$ cat src/rtl/logic_issue_ctrl.sv
// logic_issue_ctrl: issues one logic operation at a time to an external
// combinational logical unit and holds the captured result until the
// consumer takes it.
// Optional build macro: LOGIC_ISSUE_ERR_EN enables flagging of opcodes
// that are not AND/OR/XOR/NOT on res_err; without it res_err is tied low.
//
// state | meaning
// IDLE  | ready for a new operation
// EXEC  | operands registered, logical unit result settling
// DONE  | result captured and offered downstream

package constants;
  localparam int WORD_SIZE = 19;
endpackage

package opcodes;
  localparam logic [4:0] AND = 5'd4;
  localparam logic [4:0] OR  = 5'd5;
  localparam logic [4:0] XOR = 5'd6;
  localparam logic [4:0] NOT = 5'd7;
endpackage

module logic_issue_ctrl
  import constants::*;
  import opcodes::*;
(
  input  logic                 clk,
  input  logic                 rst,
  input  logic                 instr_valid,
  output logic                 instr_ready,
  input  logic [4:0]           instr_opcode,
  input  logic [WORD_SIZE-1:0] instr_a,
  input  logic [WORD_SIZE-1:0] instr_b,
  output logic [4:0]           lu_opcode,
  output logic [WORD_SIZE-1:0] lu_operand_1,
  output logic [WORD_SIZE-1:0] lu_operand_2,
  input  logic [WORD_SIZE-1:0] lu_out,
  output logic                 res_valid,
  input  logic                 res_ready,
  output logic [WORD_SIZE-1:0] res_data,
  output logic                 res_zero,
  output logic                 res_err,
  output logic [15:0]          done_count
);

  typedef enum logic [1:0] {
    IDLE = 2'd0,
    EXEC = 2'd1,
    DONE = 2'd2
  } state_t;

  state_t               state;
  state_t               state_next;
  logic [4:0]           op_q;
  logic [WORD_SIZE-1:0] a_q;
  logic [WORD_SIZE-1:0] b_q;
  logic                 accept;
  logic                 retire;

  // State register; reset returns to IDLE so res_valid drops at once.
  always_ff @(posedge clk or posedge rst) begin
    if (rst) state <= IDLE;
    else     state <= state_next;
  end

  // Next-state and handshake decode.
  always_comb begin
    state_next  = state;
    instr_ready = 1'b0;
    res_valid   = 1'b0;
    accept      = 1'b0;
    retire      = 1'b0;
    case (state)
      IDLE: begin
        instr_ready = 1'b1;
        if (instr_valid) begin
          accept     = 1'b1;
          state_next = EXEC;
        end
      end
      EXEC: state_next = DONE;
      DONE: begin
        res_valid = 1'b1;
        if (res_ready) begin
          retire     = 1'b1;
          state_next = IDLE;
        end
      end
      default: state_next = IDLE;
    endcase
  end

  // Operand capture; NOT is unary so its second operand is forced to zero.
  always_ff @(posedge clk or posedge rst) begin
    if (rst) begin
      op_q <= '0;
      a_q  <= '0;
      b_q  <= '0;
    end else if (accept) begin
      op_q <= instr_opcode;
      a_q  <= instr_a;
      b_q  <= (instr_opcode == NOT) ? '0 : instr_b;
    end
  end

  assign lu_opcode    = op_q;
  assign lu_operand_1 = a_q;
  assign lu_operand_2 = b_q;

  // Result capture at the end of the single EXEC cycle.
  always_ff @(posedge clk or posedge rst) begin
    if (rst) begin
      res_data <= '0;
      res_zero <= 1'b0;
    end else if (state == EXEC) begin
      res_data <= lu_out;
      res_zero <= (lu_out == '0);
    end
  end

`ifdef LOGIC_ISSUE_ERR_EN
  logic is_logic_op;
  assign is_logic_op = (op_q == AND) || (op_q == OR) || (op_q == XOR) || (op_q == NOT);

  // Error flag captured alongside the result.
  always_ff @(posedge clk or posedge rst) begin
    if (rst)                 res_err <= 1'b0;
    else if (state == EXEC)  res_err <= ~is_logic_op;
  end
`else
  assign res_err = 1'b0;
`endif

  // Saturating count of results taken downstream.
  always_ff @(posedge clk or posedge rst) begin
    if (rst)                                done_count <= '0;
    else if (retire && done_count != 16'hFFFF) done_count <= done_count + 16'd1;
  end

endmodule

$ cat config.mk
export PLATFORM = sky130hd
export DESIGN_NAME = logic_issue_ctrl
export DESIGN_NICKNAME = d
export VERILOG_FILES = /design/src/rtl/logic_issue_ctrl.sv
export SDC_FILE = /design/constraint.sdc
export NUM_CORES = 1
export LEC_CHECK = 0
export BUFFER_PORTS_ARGS = -buffer_cell sky130_fd_sc_hd__buf_2
export CORE_ASPECT_RATIO = 0.8
export CORE_MARGIN = 2
export CORE_UTILIZATION = 45
export DETAILED_ROUTE_END_ITERATION = 8
export PLACE_DENSITY = 0.77
export SLEW_MARGIN = 10
export SYNTH_ARGS = -nofsm -noshare
export SYNTH_HDL_FRONTEND = slang
export SYNTH_SLANG_ARGS = --single-unit
$ cat constraint.sdc
create_clock -name clk -period 4.8 [get_ports clk]
set_input_delay 0.96 -clock clk [delete_from_list [all_inputs] [get_ports clk]]
set_output_delay 0.96 -clock clk [all_outputs]
set_load 0.03 [all_outputs]
==> results_dict.tcl <==
set metrics [dict create \
    track_usage_pct 18.61 \
    worst-path-buf-inv 2 \
    cts-hold-fix-buffers 0 \
    worstPathCellList "nand2b_1 -> inv_1 -> buf_2" \
    max_cap_violations 0 \
    root_buffer "clkbuf_8" \
    critical_path_arrival_ns 1.18 \
    tns_ns 0 \
    ys_warn_count 0 \
    synth-edff-count 0 \
    fin_crit_ns 2.143 \
    rsz0062_at_grt "no" \
    area_growth_pct 31.30 \
    firstDrtPassIters 4 \
    worstPathMaxFanout 5 \
    path_class "flip-flop to output port" \
    grt_pass1_vias 2413 \
    synthTopCellsByCount "dfrtp_1, mux2_2, a22o_1" \
    ys_seq_area_share_pct 62.60 \
    cts_buffer_depth 2 \
    row_count 27 \
    gp_congestion 0.7682 \
    synth_area_um2 3238 \
    p_leak_nw 2.172 \
    wl_mm 7.322 \
    antenna_found_initial 0 \
    relSlewSlack_pct 34.92 \
    hold_viol_final 0 \
    hold_class "flip-flop to flip-flop" \
    syn_area_per_cell_um2 14.33 \
    yosys_most_used_dff "dfrtp_1" \
    slowest_delay_ns 0.42 \
    drive_above_1_share_pct 56.54 \
    async_reset_ff_share_pct 100.0 \
    drc_errors 0 \
    drv_slew 0 \
    post-cts-setup-buffers 0 \
    die_area_um2 7894 \
    grt_max_degree 46 \
    worstPathRequired_ns 3.84 \
    cp-end-kind "output port" \
    synth_most_common_cell "dfrtp_1" \
    synth_top_cells_by_area "dfrtp_1, mux2_2, a22o_1" \
    hpwl_mm 5.303 \
    die_w_um 98.84 \
    start_kind "flip-flop" \
    critPathTopFamily "flip-flops" \
    max_slew.worst_pin.slew_ns 0.9763 \
    core_um2 6925 \
    clk_latency_ns 0.35 \
    gr-total-overflow 0 \
    synth_fp_nets 293 \
    boundaryPins 148 \
    syn_inst 226 \
    design_area_um2 4252 \
    clk_pin_slew_ns 0.08 \
    yosysUniqueCellTypes 39 \
    yosys.area.top_type_share_pct 62.60 \
    drt_iter0_markers 56 \
    dpl-instance-area_um2 4056 \
    outcome "finished clean" \
    cts_buffers 9 \
    hold_ws_ns 0.4895 \
    wl_per_cell_um 15.61 \
    drtAntennaViolNets 0 \
    initial_core_util_pct 46.76 \
    nets 444 \
    cts_resized 0 \
    tritoncts "yes" \
    yosysTopAreaCell "dfrtp_1" \
    cp_slowest_cell "dfrtp_1" \
    h-tree-depth 3 \
    grt_pass1_wl_mm 11.52 \
    via_count 2415 \
    skew_ns 0.007819 \
    p_per_area_nw_per_um2 727.0 \
    post-route-period-util_pct 44.65 \
    setup_viol 0 \
    vias_per_cell 5.149 \
    peakVddDrop_mv 0.5515 \
    ys_ff_latch 81 \
    fmax_ghz 0.4666 \
    die_h_um 79.87 \
    n_antenna_cell 0 \
    cts.sinks 81 \
    io_buffers 146 \
]
worst register-to-register path, delay by kind of cell (launching register included):
family	cells	cell delay [ns]
AOI/OAI and AO/OA	2	0.95
buffers and inverters	1	0.29
DFF	1	0.41
and+or+nand+nor	2	0.24
worst paths after layout:
check,startpoint,end,slack (ns),cells past startpoint
setup / recovery,state[0],res_valid,2.66,3
hold / removal,res_zero,res_zero,0.49,2
setup reg to reg,state[1],lu_operand_2[15],2.85,5
hold reg to reg,res_zero,res_zero,0.49,2
max in group asynchronous,rst,lu_operand_1[11],3.15,3
min in group asynchronous,rst,res_data[18],0.68,2
sequential cells by signal, summed over array words and instances, names as in the netlist:
signal and cells:
done_count 16, lu_opcode 5, lu_operand_1 19, lu_operand_2 19, res_data 19, res_zero 1, state 2
per-stage QoR:
stage / utilization, % / worst slack [ns] / power (mW) / cells
6_report: 61.39 / 2.657 / 3.091 / 469
5_1_grt: 61.39 / 2.571 / 3.255 / 469
4_1_cts: 61.39 / 2.641 / 3.122 / 469
3_3_place_gp: 58.57 / 2.493 / 2.576 / 453
2_1_floorplan: - / 1.760 / 2.173 / 226
3_5_place_dp: 58.57 / 2.441 / 2.619 / 453
placed cells by master (no fill, tap or decap), types with 2 or more instances in the layout:
| master | count |
|---|---|
| inv_1 | 4 |
| dfrtp_1 | 81 |
| clkinvlp_4 | 2 |
| nand2_1 | 8 |
| mux2_2 | 44 |
| a22o_1 | 19 |
| nand2b_1 | 2 |
| buf_2 | 146 |
| buf_4 | 2 |
| xor2_1 | 7 |
| a31oi_1 | 2 |
| o21ai_0 | 2 |
| nor4_1 | 4 |
| nor3_1 | 5 |
| nor2_1 | 9 |
| clkbuf_8 | 9 |
| xnor2_1 | 5 |
| clkinv_2 | 2 |
| nand3_1 | 2 |
| nand4_1 | 3 |
layer usage:
metal,up-vias,share of wire [%],GRT usage [%]
met3,10,10,9.282
met4,0,1.1,4.658
met2,111,46,28.92
met1,1176,43,23.32
li1,1118,-,-
met5,-,0,0
layout make-up:
| cell class | instances | area (um2) |
|---|---|---|
| fillers | 549 | 2674 |
| flip-flops and latches | 81 | 2027 |
| multi-input cells | 132 | 1155 |
| repair buffers | 148 | 745.7 |
| clock buffers | 10 | 127.6 |
| well taps | 87 | 108.9 |
| clock inverters | 6 | 67.56 |
| inverters | 5 | 20.02 |
where the power goes:
group / internal [mW] / switching, mW
Sequential: 0.974 / 0.173
Combinational: 0.511 / 0.937
Clock: 0.242 / 0.253
logic make-up (layout without fill, tap and decap cells):
family                   Yosys count  in the layout  share of synthesized area [%]
adder cells (fa/ha/maj)            1              1                         0.3863
AO/OA/AOI/OAI                     27             27                          7.342
flip-flops                        81             81                          62.60
other                              1              1                         0.1158
multiplexers                      45             45                          15.77
buffers and inverters             13            169                          1.739
AND/OR/NAND/NOR                   46             46                          8.810
XOR/XNOR                          12             12                          3.246
No activity file was read; power rests on OpenSTA's default activity.
